--- src/rtl/traffic_signal_monitor.sv ---
// Independent conflict/timing monitor for the highway/country light codes.
// Flags conflicting greens, invalid codes, illegal colour steps, short yellow
// and short all-red clearance. It latches the first fault code and requests
// flash mode until the fault is acknowledged or the block is reset.
module traffic_signal_monitor #(
  parameter int unsigned MIN_YELLOW    = 3,
  parameter int unsigned MIN_RED_CLEAR = 2,
  parameter int unsigned CNT_W         = 4
) (
  input  logic       clk,
  input  logic       clear_n,
  input  logic [1:0] highway_road,
  input  logic [1:0] country_road,
  input  logic       ack_fault,
  output logic       fault,
  output logic [2:0] fault_code,
  output logic       flash,
  output logic [7:0] fault_cnt
);

  localparam logic [1:0] RED = 2'd0;
  localparam logic [1:0] YEL = 2'd1;
  localparam logic [1:0] GRN = 2'd2;
  localparam logic [1:0] INV = 2'd3;

  localparam logic [2:0] CODE_NONE      = 3'd0;
  localparam logic [2:0] CODE_CONFLICT  = 3'd1;
  localparam logic [2:0] CODE_INVALID   = 3'd2;
  localparam logic [2:0] CODE_SKIP_YEL  = 3'd3;
  localparam logic [2:0] CODE_ILL_STEP  = 3'd4;
  localparam logic [2:0] CODE_SHORT_YEL = 3'd5;
  localparam logic [2:0] CODE_SHORT_CLR = 3'd6;

  localparam logic [CNT_W-1:0] MIN_YEL_C = CNT_W'(MIN_YELLOW);
  localparam logic [CNT_W-1:0] MIN_CLR_C = CNT_W'(MIN_RED_CLEAR);
  localparam logic [CNT_W-1:0] CNT_MAX   = {CNT_W{1'b1}};

  logic [1:0]       prev_hw;
  logic [1:0]       prev_cr;
  logic [CNT_W-1:0] yel_cnt_hw;
  logic [CNT_W-1:0] yel_cnt_cr;
  logic [CNT_W-1:0] allred_cnt;

  logic [3:0] flags_hw_c;
  logic [3:0] flags_cr_c;
  logic [2:0] viol_code_c;
  logic       viol_c;

  // Per-road transition flags {short_clear, short_yellow, illegal_step, skipped_yellow};
  // transitions touching the invalid code are left to the invalid check.
  function automatic logic [3:0] road_flags(
    input logic [1:0]       prev,
    input logic [1:0]       cur,
    input logic [CNT_W-1:0] yel_cnt,
    input logic [CNT_W-1:0] ar_cnt
  );
    logic [3:0] f;
    f = 4'b0000;
    if (prev != INV && cur != INV) begin
      f[0] = (prev == GRN) && (cur == RED);
      f[1] = ((prev == RED) && (cur == YEL)) || ((prev == YEL) && (cur == GRN));
      f[2] = (prev == YEL) && (cur == RED) && (yel_cnt < MIN_YEL_C);
      f[3] = (prev == RED) && (cur == GRN) && (ar_cnt < MIN_CLR_C);
    end
    return f;
  endfunction

  function automatic logic [CNT_W-1:0] sat_inc(input logic [CNT_W-1:0] v);
    return (v == CNT_MAX) ? v : v + CNT_W'(1);
  endfunction

  // Violation detection with fixed priority: lowest code wins.
  always_comb begin
    flags_hw_c  = road_flags(prev_hw, highway_road, yel_cnt_hw, allred_cnt);
    flags_cr_c  = road_flags(prev_cr, country_road, yel_cnt_cr, allred_cnt);
    viol_code_c = CODE_NONE;
    if (highway_road != RED && country_road != RED &&
        highway_road != INV && country_road != INV)
      viol_code_c = CODE_CONFLICT;
    else if (highway_road == INV || country_road == INV)
      viol_code_c = CODE_INVALID;
    else if (flags_hw_c[0] || flags_cr_c[0])
      viol_code_c = CODE_SKIP_YEL;
    else if (flags_hw_c[1] || flags_cr_c[1])
      viol_code_c = CODE_ILL_STEP;
    else if (flags_hw_c[2] || flags_cr_c[2])
      viol_code_c = CODE_SHORT_YEL;
    else if (flags_hw_c[3] || flags_cr_c[3])
      viol_code_c = CODE_SHORT_CLR;
    viol_c = (viol_code_c != CODE_NONE);
  end

  // History and saturating yellow/all-red counters; all-red preset so the first green is legal.
  always_ff @(posedge clk) begin
    if (!clear_n) begin
      prev_hw    <= RED;
      prev_cr    <= RED;
      yel_cnt_hw <= '0;
      yel_cnt_cr <= '0;
      allred_cnt <= MIN_CLR_C;
    end else begin
      prev_hw    <= highway_road;
      prev_cr    <= country_road;
      yel_cnt_hw <= (highway_road == YEL) ? sat_inc(yel_cnt_hw) : '0;
      yel_cnt_cr <= (country_road == YEL) ? sat_inc(yel_cnt_cr) : '0;
      allred_cnt <= (highway_road == RED && country_road == RED) ? sat_inc(allred_cnt) : '0;
    end
  end

  // Fault latch: first code held; ack clears only on a violation-free cycle.
  always_ff @(posedge clk) begin
    if (!clear_n) begin
      fault      <= 1'b0;
      fault_code <= CODE_NONE;
    end else if (viol_c) begin
      if (!fault || ack_fault) begin
        fault      <= 1'b1;
        fault_code <= viol_code_c;
      end
    end else if (ack_fault) begin
      fault      <= 1'b0;
      fault_code <= CODE_NONE;
    end
  end

  // Saturating count of cycles with any violation present.
  always_ff @(posedge clk) begin
    if (!clear_n)
      fault_cnt <= 8'd0;
    else if (viol_c && fault_cnt != 8'hFF)
      fault_cnt <= fault_cnt + 8'd1;
  end

  assign flash = fault;

endmodule

--- config.mk ---
export PLATFORM = sky130hd
export DESIGN_NAME = traffic_signal_monitor
export DESIGN_NICKNAME = d
export VERILOG_FILES = /design/src/rtl/traffic_signal_monitor.sv
export SDC_FILE = /design/constraint.sdc
export NUM_CORES = 1
export LEC_CHECK = 0
export ABC_AREA = 1
export ABC_CLOCK_PERIOD_IN_PS = 2100
export CAP_MARGIN = 20
export CORE_UTILIZATION = 54
export CTS_CLUSTER_DIAMETER = 50
export DETAILED_ROUTE_END_ITERATION = 8
export GPL_ROUTABILITY_DRIVEN = 1
export PLACE_DENSITY = 0.75
export SLEW_MARGIN = 20
export SYNTH_ARGS = -nofsm -noshare
export SYNTH_HDL_FRONTEND = slang
export SYNTH_SLANG_ARGS = --single-unit
--- constraint.sdc ---
create_clock -name clk -period 2.1 [get_ports clk]
set_input_delay 0.525 -clock clk [delete_from_list [all_inputs] [get_ports clk]]
set_output_delay 0.525 -clock clk [all_outputs]
set_load 0.05 [all_outputs]
==> flow_summary.yaml <==
yosys:
  synth_xor_area_share_pct: 2.76
  synth_top_family_by_area: "simple AND/OR/NAND/NOR gates"
  synthSimpleGateAreaFrac_pct: 41.2
  synthCells: 242
  synth.distinct_cells: 24
  synth_compound_area_share_pct: 9.06
  synth_fp_nets: 253
  ys_warn_count: 0
  ys_seq_elements: 28
  ys_seq_area_share_pct: 35.3
  syn_area_per_cell_um2: 6.57
  syn_area_um2: 1590
  synth_adder_area_share_pct: 3.15
  synthMuxAreaShare_pct: 0
detailed_routing:
  wl_per_cell_um: 9.68
  ant_nets: 0
  vias: 1488
  dr.first_iter.drc_count: 42
  routed_wl_um: 2920
  routed_via_density: 4.94
  route.detailed.drc: 0
  drtPass1Iterations: 4
cts:
  clockRootBuffer: "clkbuf_4"
  post-cts-setup-buffers: 0
  holdBufCountCts: 0
  insertion_delay_ps: 320
  h-tree-depth: 1
  clk_path_buf_depth: 2
  cts_buffers: 3
  cts_tree: "built"
  clk_pin_slew_worst_paths_ps: 140
  clock_sinks: 28
timing:
  finalSetupViolations: 0
  clock_skew_ps: 1.31
  hold_viol: 0
  min_period_ps: 2020
  setup_tns_ps: 0
  maxSlewHeadroom_pct: 66.7
  fmaxAchievable_ghz: 0.496
  worstMarginPinSlew_ps: 498
  min_period_over_period_pct: 96.1
  slew_viol_final: 0
worst_setup_path:
  cp-end-kind: "primary output"
  critPathBufInv: 1
  critPathTopFamily: "buffers and inverters"
  critPathArrivalTime_ps: 1490
  cp_slowest_cell: "clkdlybuf4s50_1"
  required_ps: 1570
  cpPeakStageDelay_ps: 800
  criticalPathCategory: "reg2out"
  cp_max_fo: 2
  cp-start-kind: "flop"
  path_cells: "clkdlybuf4s50_1"
power:
  switching_share_pct: 33.6
  peakVddDrop_mv: 0.525
  clock_power_share_pct: 19.7
  power.density_nw_per_um2: 590
  leakagePower_nw: 0.934
  p_seq_share_pct: 52.3
  total_power_mw: 1.11
  power.internal_mw: 0.738
  netSwitchingPower_mw: 0.373
  pwr-share-comb_pct: 28.0
floorplan:
  dieArea_um2: 3160
  start_util_pct: 57.1
  ioPinCount: 20
  std_cell_rows: 19
  die_w_um: 56.2
  die_h_um: 56.2
  coreArea_um2: 2780
layout:
  final_cells: 301
  nets: 283
  drive_above_1_share_pct: 11.1
  seqCellArea_um2: 561
  final_core_util_pct: 67.7
  antenna_cells: 0
  multiInputGateArea_um2: 895
  area_growth_pct: 18.4
  fill_cells: 260
place:
  dp.cells: 298
  place.gp.congestion: 0.791
  dp_hpwl_um: 2260
  io_buffers: 19
global_routing:
  grt_use_total_pct: 20.2
  grt_max_degree: 15
  grt-ovfl-total: 0
  grt_pass1_wl_um: 5150
  grt_pass1_vias: 1277
  antenna_found_initial: 0
flow_run:
  cap_violations: 0
min_path:
  hold_class: "reg2reg"
outcome:
  status: "complete, no violations"
## registers in the layout, summed over array words and instances, names as in the netlist
register / count
yel_cnt_hw: 4
allred_cnt: 4
yel_cnt_cr: 4
fault: 1
prev_cr: 2
fault_cnt: 8
fault_code: 3
prev_hw: 2
## tightest hold or removal path: stages, from the launching register on
cell and delay [ps]:
dfxtp_1 350, nand2_1 60, a21oi_1 50
## cell type report
type	count	area share (%)
multi-input cells	182	47.5
flip-flops and latches	28	29.8
repair buffers	27	13.3
inverters	30	6.12
well taps	31	2.06
clock buffers	3	1.20
## worst paths after layout
kind                 startpoint  slack [ps]            end  cells after the start
hold / removal    yel_cnt_hw[1]         490  yel_cnt_hw[1]                      2
hold reg to reg   yel_cnt_hw[1]         490  yel_cnt_hw[1]                      2
setup / recovery  fault_code[2]          80  fault_code[2]                      1
setup reg to reg   fault_cnt[0]         350   fault_cnt[0]                      9
## per-layer routing
metal / global-route usage [%] / wire length, um / up-vias
met5: 0 / 0 / -
li1: - / - / 827
met2: 31.6 / 1260 / 18
met4: 8.36 / 40 / 0
met1: 28.3 / 1530 / 639
met3: 2.33 / 80 / 4
## through the flow
stage                     hold WS [ps]  cell area [um^2]  setup WS (ps)
after detailed placement           478              1860           -250
after global placement             476              1860           -257
final                              493              1880           82.8
after floorplan                    455              1590           64.7
after CTS                          498              1870           1.22
after global routing               532              1880          -6.90
## kinds of logic (layout without fill, tap and decap cells)
group / after synthesis / count (layout)
adders and majority gates: 4 / 4
and+or+nand+nor: 145 / 145
xor gates and xnor gates: 5 / 5
AOI/OAI and AO/OA: 28 / 28
DFF: 28 / 28
buffers and inverters: 32 / 60
## Yosys cell counts (all sizes together)
cell type / count / share of area, %
a211oi: 1 / 0.47
a21oi: 17 / 5.4
a31oi: 1 / 0.39
buf: 1 / 0.47
clkbuf: 1 / 0.87
dfxtp: 28 / 35
ha: 4 / 3.1
inv: 30 / 7.2
nand2: 72 / 19
nand3: 21 / 8.0
nand4: 1 / 0.39
nor2: 39 / 9.5
nor3: 8 / 2.5
nor3b: 1 / 0.47
o21ai: 9 / 2.8
or2: 3 / 1.2
xor2: 5 / 2.8
## cells in the final DEF, fill, tap and decap left out, types with 5 or more instances in the layout
| cell | Yosys | routed |
|---|---|---|
| o21ai_0 | 9 | 9 |
| nand3_1 | 18 | 18 |
| dfxtp_1 | 28 | 28 |
| xor2_1 | 5 | 5 |
| dlygate4sd2_1 | 0 | 6 |
| a21oi_1 | 17 | 17 |
| nor2_1 | 37 | 36 |
| inv_1 | 27 | 27 |
| nand2_1 | 65 | 65 |
| clkdlybuf4s50_1 | 0 | 10 |
| buf_4 | 1 | 8 |
| nor3_1 | 8 | 8 |
## power groups by stage
stage | combinational, mW | clock [mW] | sequential, mW
finish | 0.311 | 0.219 | 0.581
global route | 0.343 | 0.251 | 0.587
CTS | 0.312 | 0.230 | 0.582
detailed placement | 0.313 | 0 | 0.593
global placement | 0.314 | 0 | 0.593
floorplan | 0.157 | 0 | 0.656
## repair_timing
| action | CTS | global route |
|---|---|---|
| gates cloned | 0 | 0 |
| endpoints found under the setup margin | 6 | 12 |
| gates resized for setup | 6 | 4 |
(Power assumes the default switching activity.)
